==> config.mk <==
export PLATFORM = sky130hd
export DESIGN_NAME = seg_scan_decoder
export DESIGN_NICKNAME = d
export VERILOG_FILES = /design/src/rtl/seg_pkg.sv /design/src/rtl/seg_scan_decoder_filter.sv /design/src/rtl/seg_scan_decoder.sv
export SDC_FILE = /design/constraint.sdc
export NUM_CORES = 1
export LEC_CHECK = 0
export ABC_AREA = 1
export BUFFER_PORTS_ARGS = -buffer_cell sky130_fd_sc_hd__buf_2
export CORE_MARGIN = 2
export CORE_UTILIZATION = 40
export CTS_CLUSTER_SIZE = 25
export DETAILED_ROUTE_END_ITERATION = 16
export MAX_ROUTING_LAYER = met4
export SETUP_SLACK_MARGIN = 0.05
export SLEW_MARGIN = 20
export SYNTH_ARGS = -nofsm -noshare
export SYNTH_HDL_FRONTEND = slang
export SYNTH_SLANG_ARGS = --single-unit
==> constraint.sdc <==
create_clock -name clk -period 7.13 [get_ports clk]
set_input_delay 0.713 -clock clk [delete_from_list [all_inputs] [get_ports clk]]
set_output_delay 0.713 -clock clk [all_outputs]
set_load 0.03 [all_outputs]
==> src/rtl/seg_pkg.sv <==
// seg_pkg: shared constants and helpers for the 7-segment scan decoder.
// Segment codes are common-cathode, active-high, bit0=a .. bit6=g.
package seg_pkg;

  localparam logic [6:0] SEG_0     = 7'h3F;
  localparam logic [6:0] SEG_1     = 7'h06;
  localparam logic [6:0] SEG_2     = 7'h5B;
  localparam logic [6:0] SEG_3     = 7'h4F;
  localparam logic [6:0] SEG_4     = 7'h66;
  localparam logic [6:0] SEG_5     = 7'h6D;
  localparam logic [6:0] SEG_6     = 7'h7D;
  localparam logic [6:0] SEG_7     = 7'h07;
  localparam logic [6:0] SEG_8     = 7'h7F;
  localparam logic [6:0] SEG_9     = 7'h6F;
  localparam logic [6:0] SEG_BLANK = 7'h00;

  localparam logic [2:0] DIG_SEC_L = 3'd0;
  localparam logic [2:0] DIG_SEC_H = 3'd1;
  localparam logic [2:0] DIG_MIN_L = 3'd2;
  localparam logic [2:0] DIG_MIN_H = 3'd3;
  localparam logic [2:0] DIG_HR_L  = 3'd4;
  localparam logic [2:0] DIG_HR_H  = 3'd5;
  localparam logic [2:0] ERR_SEL   = 3'd7;

  // All digit selects released (active-low): a blank scan slot.
  localparam logic [5:0] SEL_NONE  = 6'h3F;
  // Marker stored for a segment pattern that is not a BCD digit.
  localparam logic [3:0] BCD_BAD   = 4'hF;

  typedef enum logic {
    ST_WAIT = 1'b0,
    ST_HELD = 1'b1
  } filt_state_e;

  // Map a 7-segment pattern back to its BCD digit, BCD_BAD if not a digit.
  function automatic logic [3:0] seg2bcd(input logic [6:0] seg);
    logic [3:0] bcd;
    case (seg)
      SEG_0:   bcd = 4'd0;
      SEG_1:   bcd = 4'd1;
      SEG_2:   bcd = 4'd2;
      SEG_3:   bcd = 4'd3;
      SEG_4:   bcd = 4'd4;
      SEG_5:   bcd = 4'd5;
      SEG_6:   bcd = 4'd6;
      SEG_7:   bcd = 4'd7;
      SEG_8:   bcd = 4'd8;
      SEG_9:   bcd = 4'd9;
      default: bcd = BCD_BAD;
    endcase
    return bcd;
  endfunction

endpackage

==> src/rtl/seg_scan_decoder_filter.sv <==
// seg_stable_filter: samples the scan bus, counts how long it has been
// unchanged and issues exactly one capture strobe per stable scan slot.
// With SEG_DP_CAPTURE_EN defined the decimal point is also passed out.
module seg_stable_filter
  import seg_pkg::*;
#(
  parameter int STABLE_CYC = 16
) (
  input  logic       i_clk,
  input  logic       i_rst,
  input  logic [5:0] i_sel,
  input  logic [7:0] i_seg,
  output logic [5:0] o_sel,
  output logic [6:0] o_seg,
`ifdef SEG_DP_CAPTURE_EN
  output logic       o_dp,
`endif
  output logic       o_strobe
);

  localparam int CW = $clog2(STABLE_CYC) + 1;
  localparam logic [CW-1:0] CNT_MAX = {CW{1'b1}};
  localparam logic [CW-1:0] CNT_TGT = CW'(STABLE_CYC - 1);

  logic [13:0]   r_cur;
  logic [CW-1:0] r_cnt;
  logic          r_strobe;
  filt_state_e   r_state;

  logic          w_change;
  logic [CW-1:0] w_cnt_nxt;
  logic          w_strobe_nxt;
  filt_state_e   w_state_nxt;

  // Run-length counter and WAIT/HELD next-state; strobe on reaching the target.
  always_comb begin
    w_change     = ({i_sel, i_seg} != r_cur);
    w_cnt_nxt    = r_cnt;
    w_strobe_nxt = 1'b0;
    w_state_nxt  = r_state;
    if (w_change) begin
      w_cnt_nxt = {CW{1'b0}};
    end else if (r_cnt == CNT_MAX) begin
      w_cnt_nxt = r_cnt;
    end else begin
      w_cnt_nxt = r_cnt + CW'(1);
    end
    case (r_state)
      ST_WAIT: begin
        if (!w_change && (w_cnt_nxt == CNT_TGT)) begin
          w_state_nxt  = ST_HELD;
          w_strobe_nxt = 1'b1;
        end else begin
          w_state_nxt  = ST_WAIT;
        end
      end
      ST_HELD: begin
        if (w_change) begin
          w_state_nxt = ST_WAIT;
        end else begin
          w_state_nxt = ST_HELD;
        end
      end
      default: begin
        w_state_nxt = ST_WAIT;
      end
    endcase
  end

  // Sample register, counter, state and strobe; reset to a blank slot.
  always_ff @(posedge i_clk) begin
    if (i_rst) begin
      r_cur    <= {SEL_NONE, 8'h00};
      r_cnt    <= {CW{1'b0}};
      r_state  <= ST_WAIT;
      r_strobe <= 1'b0;
    end else begin
      r_cur    <= {i_sel, i_seg};
      r_cnt    <= w_cnt_nxt;
      r_state  <= w_state_nxt;
      r_strobe <= w_strobe_nxt;
    end
  end

  assign o_sel    = r_cur[13:8];
  assign o_seg    = r_cur[6:0];
`ifdef SEG_DP_CAPTURE_EN
  assign o_dp     = r_cur[7];
`endif
  assign o_strobe = r_strobe;

endmodule

==> src/rtl/seg_scan_decoder.sv <==
// seg_scan_decoder: decodes a multiplexed common-cathode 7-segment scan back
// into a coherent six-digit hr/min/sec frame. Optional macro
// SEG_DP_CAPTURE_EN adds the dp_mask output carrying each digit's dp.
module seg_scan_decoder
  import seg_pkg::*;
#(
  parameter int STABLE_CYC = 16
) (
  input  logic       clk,
  input  logic       rst,
  input  logic [5:0] sm_bit,
  input  logic [7:0] sm_seg,
  output logic [3:0] hr_h,
  output logic [3:0] hr_l,
  output logic [3:0] min_h,
  output logic [3:0] min_l,
  output logic [3:0] sec_h,
  output logic [3:0] sec_l,
  output logic       frame_valid,
  output logic       code_err,
`ifdef SEG_DP_CAPTURE_EN
  output logic [5:0] dp_mask,
`endif
  output logic [2:0] err_digit
);

  // Number of asserted (low) digit selects.
  function automatic logic [2:0] zero_count(input logic [5:0] sel);
    logic [2:0] n;
    n = 3'd0;
    for (int i = 0; i < 6; i++) begin
      n = n + {2'b00, ~sel[i]};
    end
    return n;
  endfunction

  // Index of the lowest asserted select.
  function automatic logic [2:0] cold_index(input logic [5:0] sel);
    logic [2:0] idx;
    idx = 3'd0;
    for (int i = 5; i >= 0; i--) begin
      if (!sel[i]) begin
        idx = 3'(i);
      end
    end
    return idx;
  endfunction

  logic [5:0] w_cap_sel;
  logic [6:0] w_cap_seg;
  logic       w_cap_stb;

  logic [3:0] r_shadow [6];
  logic [3:0] r_dig    [6];
  logic [5:0] r_seen;
  logic       r_frame_valid;
  logic       r_code_err;
  logic [2:0] r_err_digit;

  logic [2:0] w_zeros;
  logic [2:0] w_idx;
  logic [3:0] w_bcd;
  logic       w_store;
  logic       w_err;
  logic [2:0] w_err_dig;
  logic       w_publish;
  logic [5:0] w_seen_nxt;

`ifdef SEG_DP_CAPTURE_EN
  logic       w_cap_dp;
  logic [5:0] r_dp_shadow;
  logic [5:0] r_dp_mask;
`endif

  seg_stable_filter #(
    .STABLE_CYC (STABLE_CYC)
  ) u_filter (
    .i_clk    (clk),
    .i_rst    (rst),
    .i_sel    (sm_bit),
    .i_seg    (sm_seg),
    .o_sel    (w_cap_sel),
    .o_seg    (w_cap_seg),
`ifdef SEG_DP_CAPTURE_EN
    .o_dp     (w_cap_dp),
`endif
    .o_strobe (w_cap_stb)
  );

  // Classify a captured slot: blank, illegal select, or a digit to store.
  always_comb begin
    w_zeros   = zero_count(w_cap_sel);
    w_idx     = cold_index(w_cap_sel);
    w_bcd     = seg2bcd(w_cap_seg);
    w_store   = 1'b0;
    w_err     = 1'b0;
    w_err_dig = r_err_digit;
    if (!w_cap_stb) begin
      w_store = 1'b0;
    end else if (w_zeros == 3'd0) begin
      w_store = 1'b0;
    end else if (w_zeros == 3'd1) begin
      w_store = 1'b1;
      if (w_bcd == BCD_BAD) begin
        w_err     = 1'b1;
        w_err_dig = w_idx;
      end else begin
        w_err     = 1'b0;
      end
    end else begin
      w_err     = 1'b1;
      w_err_dig = ERR_SEL;
    end
  end

  // A full seen set publishes on the next edge; a capture on that same edge
  // starts the next frame instead of being lost.
  always_comb begin
    w_publish  = (r_seen == 6'h3F);
    w_seen_nxt = w_publish ? 6'h00 : r_seen;
    if (w_store) begin
      w_seen_nxt = w_seen_nxt | 6'(6'd1 << w_idx);
    end else begin
      w_seen_nxt = w_seen_nxt;
    end
  end

  // Shadow digit store, seen tracking and error reporting.
  always_ff @(posedge clk) begin
    if (rst) begin
      for (int i = 0; i < 6; i++) begin
        r_shadow[i] <= 4'h0;
      end
      r_seen      <= 6'h00;
      r_code_err  <= 1'b0;
      r_err_digit <= 3'd0;
    end else begin
      if (w_store) begin
        r_shadow[w_idx] <= w_bcd;
      end
      r_seen      <= w_seen_nxt;
      r_code_err  <= w_err;
      r_err_digit <= w_err_dig;
    end
  end

  // Atomic copy of all shadows to the outputs when a frame completes.
  always_ff @(posedge clk) begin
    if (rst) begin
      for (int i = 0; i < 6; i++) begin
        r_dig[i] <= 4'h0;
      end
      r_frame_valid <= 1'b0;
    end else begin
      r_frame_valid <= w_publish;
      if (w_publish) begin
        for (int i = 0; i < 6; i++) begin
          r_dig[i] <= r_shadow[i];
        end
      end
    end
  end

`ifdef SEG_DP_CAPTURE_EN
  // Decimal-point shadow and published mask, tracked alongside the digits.
  always_ff @(posedge clk) begin
    if (rst) begin
      r_dp_shadow <= 6'h00;
      r_dp_mask   <= 6'h00;
    end else begin
      if (w_store) begin
        r_dp_shadow[w_idx] <= w_cap_dp;
      end
      if (w_publish) begin
        r_dp_mask <= r_dp_shadow;
      end
    end
  end

  assign dp_mask = r_dp_mask;
`endif

  assign sec_l       = r_dig[DIG_SEC_L];
  assign sec_h       = r_dig[DIG_SEC_H];
  assign min_l       = r_dig[DIG_MIN_L];
  assign min_h       = r_dig[DIG_MIN_H];
  assign hr_l        = r_dig[DIG_HR_L];
  assign hr_h        = r_dig[DIG_HR_H];
  assign frame_valid = r_frame_valid;
  assign code_err    = r_code_err;
  assign err_digit   = r_err_digit;

endmodule
Word-level counts from Yosys, hierarchy flattened --
Memory sizes are Yosys's and may differ from the RTL's. Cells that the tools add are included.
Storage, ports and cells: bits in registers 32, bits in writable memories 48, input bits 16, output and inout port bits 29, logic and storage cells 95, memories kept 2
Memories:
- r_dig | depth 6, width 4, rd ports 6, clocked after Yosys merged registers in 0, wr ports 6, RTL line seg_scan_decoder.sv:54 | logic [3:0] r_dig [6];
- r_shadow | depth 6, width 4, rd ports 6, clocked after Yosys merged registers in 0, wr ports 6, RTL line seg_scan_decoder.sv:53 | logic [3:0] r_shadow [6];
Operators by class: add/subtract/negate cells 6, equality and inequality tests 17, shift operators 1, multiplexer cells 38, bitwise logic cells 16, reductions and logical operators 7
Operators by type and width (number):
- $eq 7x7->1 const B | 7
- $pmux 4 s10 | 1
- $mux 4 | 7
- $mux 3 | 9
- $mux 1 | 16
- $eq 7x3->1 const B | 2
- $ne 14x14->1 | 1
- $mux 6 | 2
- $mux 5 | 2
- $add 3x1->3 | 3
- $not 1->1 | 9
- $eq 7x6->1 const B | 1
- $eq 6x6->1 const B | 1
- $or 1x1->1 | 6
- $or 6x6->6 | 1
- $shl 1x3->6 const A | 1
- $add 5x1->5 const B | 1
- $eq 5x4->1 const B | 1
- $eq 5x5->1 const B | 1
- $eq 4x4->1 const B | 1
- $reduce_or 4->1 | 1
- $add 2x1->3 | 1
- $eq 3x1->1 const B | 1
- $logic_not 3->1 | 1
- other kinds (8) | 8

Logic depth before layout (Yosys ltp) --
depth in word-level cells 15, mapped depth 14, depth with buffers taken out 14

By module --
A second synthesis with hierarchy kept.
Second synthesis, totals: cells, all modules 442, area total of the unflattened synthesis 3867.5 um^2
By module, submodules not included:
- seg_scan_decoder | instances 1, cells an instance 271, area each 2727.6 um^2, sequential area each 1661.6 um^2
- seg_stable_filter | instances 1, cells an instance 171, area each 1139.8 um^2, sequential area each 420.4 um^2

Least setup slack after synthesis --
Ideal clock, no wire load.
kind register -> register, start point register u_filter.r_cur[8], end point memory r_shadow[2][0], enable pin, setup time 0.307 ns, arrival time 2.943 ns, required time 6.823 ns, path slack 3.879 ns, stages on the path, launching flop included 15, buffers on the path 0, period minus slack after synthesis 3.251 ns, cell sequence dfxtp_1 fa_1 inv_1 fa_1 ha_1 fa_1 nor2_2 nand2_2 nor2_4 inv_2 nor2_8 inv_4 nor2_8 nand2_4 nand2_1
RTL lines:
- start: declaration | RTL line seg_scan_decoder_filter.sv:25 | logic [13:0] r_cur;
- start signal: assignment | RTL line seg_scan_decoder_filter.sv:73 | r_cur <= {SEL_NONE, 8'h00};
- start signal: assignment | RTL line seg_scan_decoder_filter.sv:78 | r_cur <= {i_sel, i_seg};
- end: declaration | RTL line seg_scan_decoder.sv:53

==> impl_metrics.tcl <==
set metrics [dict create \
    run_status "complete, no violations" \
    post-route-min-period_ns 3.38 \
    fill_cells 820 \
    antenna_found_initial 0 \
    rr_endpoint "r_shadow[2][2]" \
    holdPathEnd "u_filter.o_strobe" \
    placer_congestion 0.820 \
    worst-setup-path-type "register to register" \
    worstPathRequired_ns 7.16 \
    netlist.top_cell.by_area "sky130_fd_sc_hd__edfxtp_1" \
    grt_setup_unrepaired "false" \
    cp-end-kind "register" \
    drt-wirelength-per-cell_um 10.8 \
    ff2ff_path_depth 14 \
    drt-vias-per-instance 4.54 \
    placedInstanceArea_mm2 0.00395 \
    timing.critical_path.buf_inv 3 \
    area_delta_synth_final_pct 14.5 \
    leakagePower_nw 1.97 \
    worst_hold_path.num_cells 1 \
    floorplan.die.height_um 99.0 \
    final_routed_wirelength_across_all_metal_layers_um 5840 \
    finClkSkew_ns 0.0111 \
    cellPowerDensity_mw_per_mm2 217 \
    slew_headroom_pct 36.3 \
    final_setup_violation_count 0 \
    final_critical_path_setup_slack_ns 3.75 \
    synthDominantCellAreaShare_pct 39.9 \
    clkSlewWorstSetupHoldPaths_ns 0.08 \
    floorplan.initialDensity_pct 41.4 \
    globalRouteTotalUtil_pct 13.5 \
    core_region_area_mm2 0.00872 \
    floorplan.die.width_um 99.0 \
    most_common_cell_after_layout_fill_and_taps_aside "sky130_fd_sc_hd__nor2_1" \
    quantity_of_i_o_buffers_inserted_on_ports 44 \
    cts.sinks 80 \
    maxCapViolations 0 \
    tightest_slew_ns 0.953 \
    cts_tree "built" \
    finalInstanceArea_mm2 0.00414 \
    count_of_flip_flops_with_a_built_in_enable_after_synthesis 48 \
    cts-hold-fix-buffers 0 \
    yosys_warnings 0 \
    power.total_uw 897 \
    clock_tree.buffer_depth 2 \
    largest_stage_delay_worst_path_ns 0.54 \
    setup.reg_to_reg.worst_slack_ns 3.75 \
    grt_util_met1_pct 16.4 \
    synth-seq-area-share_pct 57.6 \
    finalMaxSlewViolations 0 \
    synth.net_count 399 \
    fp.dieArea_mm2 0.00981 \
    synth_seq_cells 80 \
    drt.antenna.violating_nets 0 \
    timing.fmax_ghz 0.296 \
    post_synth_instance_area_mm2 0.00361 \
    async_flop_share_pct 0 \
    worst-path-max-fanout 7 \
    cpMostUsedCell "sky130_fd_sc_hd__fa_1" \
    detailedRoute.firstIterationViolations 83 \
    cts_root_buf "sky130_fd_sc_hd__clkbuf_8" \
    finalHoldViolCount 0 \
    top_usage_layer "met2" \
    groute.layer.met2.usage_pct 22.2 \
    number_of_vias_in_the_routed_layout 2458 \
    layout.nets 450 \
    clock_tree.htree_level_count 3 \
    synth.distinct_cells 31 \
    cts_setup_buffers 0 \
    mean_instance_size_in_the_synthesized_netlist_um2 9.56 \
    layout_worst_path_cycle_share_pct 47.4 \
    post_route_cells_drive_above_1_share_pct 24.7 \
    hold_path_startpoint "u_filter.r_state" \
    use_met3_pct 3.12 \
    worst_hold_slack_ns 0.430 \
    synthCells 378 \
    global_route_wire_length_before_repair_um 10300 \
    grt_pass1_vias 2377 \
    cts_repair_resize_count 0 \
    floorplan.io_pins 45 \
    setup_tns_ns 0 \
    grt_overflow 0 \
    netlist_top_cells_area "sky130_fd_sc_hd__edfxtp_1 (40%), sky130_fd_sc_hd__dfxtp_1 (18%), sky130_fd_sc_hd__nor2_1 (7.5%)" \
    critical_path_cell_by_cell "fa_1 > inv_1 > fa_1 > ha_1 > fa_1 > nor2_2 > nand2_2 > nor2_4 > inv_2 > nor2_8 > inv_4 > nor2_8 > nand2_4 > nand2_1" \
    data_arrival_time_of_the_worst_path_ns 3.41 \
    grt_start_max_net_pins 25 \
    worst_path_max_delay_cell "sky130_fd_sc_hd__fa_1" \
    placement_rows 34 \
    layout_common_cells "sky130_fd_sc_hd__nor2_1 (72), sky130_fd_sc_hd__nand2_1 (61), sky130_fd_sc_hd__inv_1 (55)" \
    min_path_type "register to register" \
    cts_buffers 9 \
    pre_cts_ws_ns 3.72 \
    r2r_start "u_filter.r_cur[8]" \
    diodes 0 \
    drc_errors 0 \
    critical_path.top_delay_family "adder cells" \
    hpwlAfterDp_um 4380 \
    worst_ir_drop_vdd_mv 0.110 \
    crit_path_start_kind "register" \
    clock_latency_on_the_worst_skew_pair_ns 0.34 \
    yosys_most_used_dff "sky130_fd_sc_hd__edfxtp_1" \
    dr_pass1_iterations 4 \
]
routing by layer:
layer | part of all wire [%] | routed length (µm)
met3 | 4.6 | 267
met4 | 1.4 | 79
met2 | 48 | 2780
met5 | 0 | 0
met1 | 46 | 2710
how the worst max path moves through the flow:
stage                                 to               from  depth (start not counted)
after floorplan           r_shadow[2][0]  u_filter.r_cur[8]                         14
after global placement    r_shadow[2][3]  u_filter.r_cur[8]                         14
after detailed placement  r_shadow[2][1]  u_filter.r_cur[8]                         14
after CTS                 r_shadow[2][2]  u_filter.r_cur[8]                         14
after global routing      r_shadow[5][1]  u_filter.r_cur[8]                         10
final                     r_shadow[2][2]  u_filter.r_cur[8]                         14
area by class of cell:
class / count / area (µm²) / area share (%)
clock inverter: 6 / 60.1 / 1.45
inverter: 65 / 248 / 5.99
multi-input combinational: 229 / 1260 / 30.6
sequential: 80 / 2080 / 50.3
clock buffer: 10 / 128 / 3.08
tap: 108 / 135 / 3.27
timing repair buffer: 44 / 220 / 5.32
stage by stage:
step,std cells,util [%]
floorplan,378,-
global placement,526,45.3
detailed placement,526,45.3
CTS,542,47.4
global route,542,47.4
finish,542,47.4
cells in the mapped netlist, types with 4 or more instances:
cell type                   n
sky130_fd_sc_hd__a21oi_1   13
sky130_fd_sc_hd__dfxtp_1   32
sky130_fd_sc_hd__edfxtp_1  48
sky130_fd_sc_hd__inv_1     55
sky130_fd_sc_hd__inv_2      7
sky130_fd_sc_hd__nand2_1   61
sky130_fd_sc_hd__nand2_2   10
sky130_fd_sc_hd__nand2_4    5
sky130_fd_sc_hd__nand3_1   12
sky130_fd_sc_hd__nand4_1    7
sky130_fd_sc_hd__nor2_1    72
sky130_fd_sc_hd__nor2_2     6
sky130_fd_sc_hd__nor2_4     4
sky130_fd_sc_hd__nor2_8     4
sky130_fd_sc_hd__o21ai_0    4
sky130_fd_sc_hd__or2_2      5
sky130_fd_sc_hd__xor2_1     7
logic make-up after synthesis:
family          share of synthesized area, %
simple gates                            27.3
buf+inv                                 7.38
fa+ha+maj                               2.35
flops                                   57.6
xor+xnor                                1.70
compound gates                          3.71
where the power goes:
part / internal (mW) / leakage [nW] / switching (mW) / total (mW)
Sequential: 0.502 / 0.753 / 0.00717 / 0.509
Combinational: 0.0226 / 1.12 / 0.0478 / 0.0703
Clock: 0.160 / 0.0953 / 0.158 / 0.318
Total: 0.685 / 1.97 / 0.213 / 0.897
sequential cells by signal (all words and copies together) (netlist names):
name	count
r_dig	24
r_shadow	24
u_filter.r_cur	14
r_seen	6
u_filter.r_cnt	5
err_digit	3
code_err	1
frame_valid	1
u_filter.o_strobe	1
u_filter.r_state	1
Note: power is estimated with default switching activity, not from simulation.
